`src/rtl/cpu_pkg.sv`:
```
// Shared encodings for the accumulator CPU: opcodes, A-source selects and
// controller state codes. Used by the control FSM and the datapath bench.
package cpu_pkg;

    localparam logic [2:0] opLoad  = 3'b000;
    localparam logic [2:0] opStore = 3'b001;
    localparam logic [2:0] opAdd   = 3'b010;
    localparam logic [2:0] opSub   = 3'b011;
    localparam logic [2:0] opIn    = 3'b100;
    localparam logic [2:0] opJz    = 3'b101;
    localparam logic [2:0] opJpos  = 3'b110;
    localparam logic [2:0] opHalt  = 3'b111;

    localparam logic [1:0] aselAlu   = 2'b00;
    localparam logic [1:0] aselInput = 2'b01;
    localparam logic [1:0] aselMem   = 2'b10;

    typedef enum logic [3:0] {
        sStart  = 4'd0,
        sFetch  = 4'd1,
        sDecode = 4'd2,
        sLoad   = 4'd3,
        sStore  = 4'd4,
        sAdd    = 4'd5,
        sSub    = 4'd6,
        sIn     = 4'd7,
        sJz     = 4'd8,
        sJpos   = 4'd9,
        sHalt   = 4'd10
    } stateT;

    // Execute state reached from DECODE for a given opcode.
    function automatic stateT opToState(input logic [2:0] op);
        stateT s;
        s = sStart;
        case (op)
            opLoad:  s = sLoad;
            opStore: s = sStore;
            opAdd:   s = sAdd;
            opSub:   s = sSub;
            opIn:    s = sIn;
            opJz:    s = sJz;
            opJpos:  s = sJpos;
            opHalt:  s = sHalt;
            default: s = sStart;
        endcase
        return s;
    endfunction

endpackage

```
`src/rtl/enter_edge.sv`:
```
// Rising-edge detector for the Enter strobe. Reset preloads the history to 1
// so an Enter that is already high when reset releases never counts as a rise.
module enter_edge (
    input  logic Clock,
    input  logic Reset,
    input  logic Enter,
    output logic rise
);

    logic enterPrev;

    always_ff @(posedge Clock) begin
        if (Reset) enterPrev <= 1'b1;
        else       enterPrev <= Enter;
    end

    assign rise = Enter & ~enterPrev;

endmodule

```
`src/rtl/control_fsm.sv`:
```
// Control sequencer for the 8-instruction accumulator CPU: FETCH, DECODE, one
// execute state per opcode, and a HALT state held until Reset.
module control_fsm
    import cpu_pkg::*;
(
    input  logic       Clock,
    input  logic       Reset,
    input  logic [2:0] IR,
    input  logic       Aeq0,
    input  logic       Apos,
    input  logic       Enter,
    output logic       IRload,
    output logic       PCload,
    output logic       Aload,
    output logic       MemWr,
    output logic       JMPmux,
    output logic       Meminst,
    output logic       Sub,
    output logic [1:0] Asel,
    output logic       Halt,
    output logic [3:0] State
);

    stateT state;
    stateT nextState;
    logic  enterRise;

    enter_edge uEnterEdge (
        .Clock (Clock),
        .Reset (Reset),
        .Enter (Enter),
        .rise  (enterRise)
    );

    always_ff @(posedge Clock) begin
        if (Reset) state <= sStart;
        else       state <= nextState;
    end

    always_comb begin
        nextState = sStart;
        IRload    = 1'b0;
        PCload    = 1'b0;
        Aload     = 1'b0;
        MemWr     = 1'b0;
        JMPmux    = 1'b0;
        Meminst   = 1'b0;
        Sub       = 1'b0;
        Asel      = aselAlu;
        Halt      = 1'b0;
        case (state)
            sStart: nextState = sFetch;
            sFetch: begin
                IRload    = 1'b1;
                PCload    = 1'b1;
                nextState = sDecode;
            end
            sDecode: begin
                Meminst   = 1'b1;
                nextState = opToState(IR);
            end
            sLoad: begin
                Meminst   = 1'b1;
                Asel      = aselMem;
                Aload     = 1'b1;
                nextState = sFetch;
            end
            sStore: begin
                Meminst   = 1'b1;
                MemWr     = 1'b1;
                nextState = sFetch;
            end
            sAdd, sSub: begin
                Meminst   = 1'b1;
                Sub       = (state == sSub);
                Aload     = 1'b1;
                nextState = sFetch;
            end
            // Wait here until a fresh Enter press; a level held from earlier is ignored.
            sIn: begin
                Asel      = aselInput;
                Aload     = enterRise;
                nextState = enterRise ? sFetch : sIn;
            end
            sJz: begin
                JMPmux    = 1'b1;
                PCload    = Aeq0;
                nextState = sFetch;
            end
            sJpos: begin
                JMPmux    = 1'b1;
                PCload    = Apos;
                nextState = sFetch;
            end
            sHalt: begin
                Halt      = 1'b1;
                nextState = sHalt;
            end
            default: nextState = sStart;
        endcase
        // Reset silences every output immediately, even mid-instruction.
        if (Reset) begin
            IRload  = 1'b0;
            PCload  = 1'b0;
            Aload   = 1'b0;
            MemWr   = 1'b0;
            JMPmux  = 1'b0;
            Meminst = 1'b0;
            Sub     = 1'b0;
            Asel    = aselAlu;
            Halt    = 1'b0;
        end
    end

    assign State = Reset ? 4'd0 : state;

endmodule

```
`config.mk`:
```
export PLATFORM = sky130hd
export DESIGN_NAME = control_fsm
export DESIGN_NICKNAME = d
export VERILOG_FILES = /design/src/rtl/cpu_pkg.sv /design/src/rtl/enter_edge.sv /design/src/rtl/control_fsm.sv
export SDC_FILE = /design/constraint.sdc
export NUM_CORES = 1
export LEC_CHECK = 0
export CAP_MARGIN = 10
export CORE_AREA = 2 2 39 41
export DETAILED_ROUTE_END_ITERATION = 8
export DIE_AREA = 0 0 41 43
export PLACE_DENSITY = 0.7
export SLEW_MARGIN = 20
export SYNTH_ARGS = -nofsm -noshare
export SYNTH_HDL_FRONTEND = slang
export SYNTH_SLANG_ARGS = --single-unit
```
`constraint.sdc`:
```
create_clock -name Clock -period 1.05 [get_ports Clock]
set_input_delay 0.105 -clock Clock [delete_from_list [all_inputs] [get_ports Clock]]
set_output_delay 0.105 -clock Clock [all_outputs]
set_load 0.005 [all_outputs]
```
==> results.cfg <==
[sta]
worst_slack_ns = -0.306
max_clock_freq_ghz = 0.738
finalClockSkew_ns = 0.000440
min_period_ns = 1.36
hold_viol = 0
setup_viol = 16
worstMarginPinSlew_ns = 0.251
slew_viol_final = 0
rsz0062_at_grt = yes
slew_headroom = 0.832
hold_ws_ns = 0.439
min_period_over_period = 1.29

[synth]
synth_fa_ha_area_frac = 0.0539
synth_nets = 70
synth_top_family_by_area = simple AND/OR/NAND/NOR gates
synth_edf_count = 0
synth-async-reset-ratio = 0
synth.cell_area_um2 = 464
synth-xor-area-share = 0
synth_compound_area_frac = 0.178
yosys-top-cells-count = nor3_1 (6), a21oi_1 (5), dfxtp_1 (5), inv_1 (5), nor2_1 (5)
ys.flop_type = dfxtp_1
yosysTopAreaCell = dfxtp_1
seq_area_frac_synth = 0.216
synth.top_cell.area_share = 0.216
avgSynthCellArea_um2 = 7.74
muxShareOfSynthArea = 0
yosysMostFrequentCell = nor3_1
synthTopCellsByArea = dfxtp_1 (22%), nor3_1 (6.5%), a21oi_1 (5.4%)
synth.distinct_cells = 27
yosys.area_share.simple = 0.396
ys_warn_count = 0
netlist_instances = 60
synth_seq_cells = 5

[power]
vdd_drop_max_v = 0.000472
p_leak_nw = 0.483
power.total_mw = 0.849
p_per_area_nw_per_um2 = 854

[layout]
drive_above_1_share = 0.679
area_growth_pct = 114
diodes = 0
fin_nets = 120
fin_cells = 125

[global_routing]
grt_max_degree = 8
grt_pass1_vias = 632
grt_pass1_wl_um = 2620
antenna_found_initial = 0
grt_use_total = 0.218
gr-total-overflow = 0

[placed_design]
port_buffers = 21
place_ws_ns = -0.708
routabilityCongestion = 0.705
hpwl_um = 947
placedCellCount = 106

[outcome]
violations = setup timing
status = complete, but fails checks

[clock_tree]
cts_buffer_depth = 2
cts_buffers = 3
ctsHtreeMaxLevel = 1
hold_buffers = 0
cts_tree = yes
clk_latency_ns = 0.24
cts.sinks = 5
cts-root-buf = clkbuf_4
cts.clk_slew.worst_paths_ns = 0.04

[setup_path]
critPathCaptureType = output pin
crit_arrival_ns = 1.25
crit_path_max_fanout = 6
crit_path_start_kind = register
crit_type = reg -> out
cp_data_required_time_ns = 0.94

[detailed_routing]
routed_wirelength_um = 1690
via_per_inst = 4.90
routedWlPerCell_um = 13.5
drc_errors = 0
drt_iter0_markers = 0
ant_nets = 0
drtPass1Iterations = 1
dr_total_vias = 613

[floorplanning]
row_count = 14
die_y_um = 43
io_pins = 22
core_um2 = 1380
dieArea_um2 = 1760
die_w_um = 41
initial_utilization = 0.335

[run]
cap_violations = 0

[min_path]
hp-class = in -> reg
## through the flow
| stage | util | setup TNS, ns | cell area, µm² |
|---|---|---|---|
| floorplan | - | 0 | 464 |
| global placement | 0.547 | -8.41 | 757 |
| detailed placement | 0.547 | -8.87 | 757 |
| CTS | 0.679 | -2.79 | 940 |
| global route | 0.718 | -3.92 | 993 |
| finish | 0.718 | -3.08 | 993 |
## state kept, by name, summed over array words and instances, names as in the netlist
signal                cells
state                     4
uEnterEdge.enterPrev      1
## power breakdown
part           internal (mW)  switching [mW]  leakage (nW)  total [mW]
Combinational          0.240           0.163         0.424       0.403
Sequential             0.206          0.0229        0.0436       0.229
Clock                  0.143          0.0739        0.0150       0.217
Total                  0.589           0.259         0.483       0.849
## cell usage in the layout, fill, tap and decap left out, types with 2 or more instances in the layout
master	instances
and3_1	2
inv_1	4
buf_6	16
a21oi_1	5
ha_1	2
nor3_2	6
clkbuf_4	3
nand2b_1	2
dfxtp_4	3
nor2_1	3
buf_2	11
nand2_1	4
buf_4	16
nor2_4	2
clkdlybuf4s50_1	6
inv_2	2
nor2b_4	2
## final timing paths
path | startpoint | endpoint | slack (ns) | cells after the start
hold reg to reg | uEnterEdge.enterPrev | state[2] | 0.68 | 3
setup / recovery | state[3] | MemWr | -0.31 | 3
setup reg to reg | state[1] | state[0] | -0.27 | 6
hold / removal | Reset | state[3] | 0.44 | 4
## worst max-delay path, cell delays in order, from the launching register on
cell and delay [ns]:
dfxtp_2 0.33, or2_4 0.28, nor4b_4 0.25, buf_2 0.15
## routing by layer
metal / routed length (µm) / share of wire / GRT usage / vias to the layer above
met5: 0 / 0 / 0 / -
met4: 0 / 0 / 0.0200 / 0
met3: 85 / 0.050 / 0.0471 / 0
met2: 965 / 0.57 / 0.409 / 19
met1: 638 / 0.38 / 0.239 / 292
li1: - / - / - / 302
## final cells by class
class | count | area (µm²)
clock buffers | 4 | 26.3
fillers | 100 | 390
inverters | 6 | 22.5
multi-input cells | 43 | 377
flip-flops and latches | 5 | 113
well taps | 16 | 20.0
repair buffers | 51 | 435
## logic make-up after synthesis
kind of cell / after synthesis
buffers and inverters: 12
AOI/OAI and AO/OA: 12
and+or+nand+nor: 29
DFF: 5
adders and majority gates: 2
## timing repair
action                                  4_1_cts  5_1_grt
endpoints found under the hold margin         0        0
endpoints found under the setup margin       18       18
resized for setup                            93        4
pin swaps                                    13        5
buffers inserted                             11        4
Power figures use the tool's default switching activity.
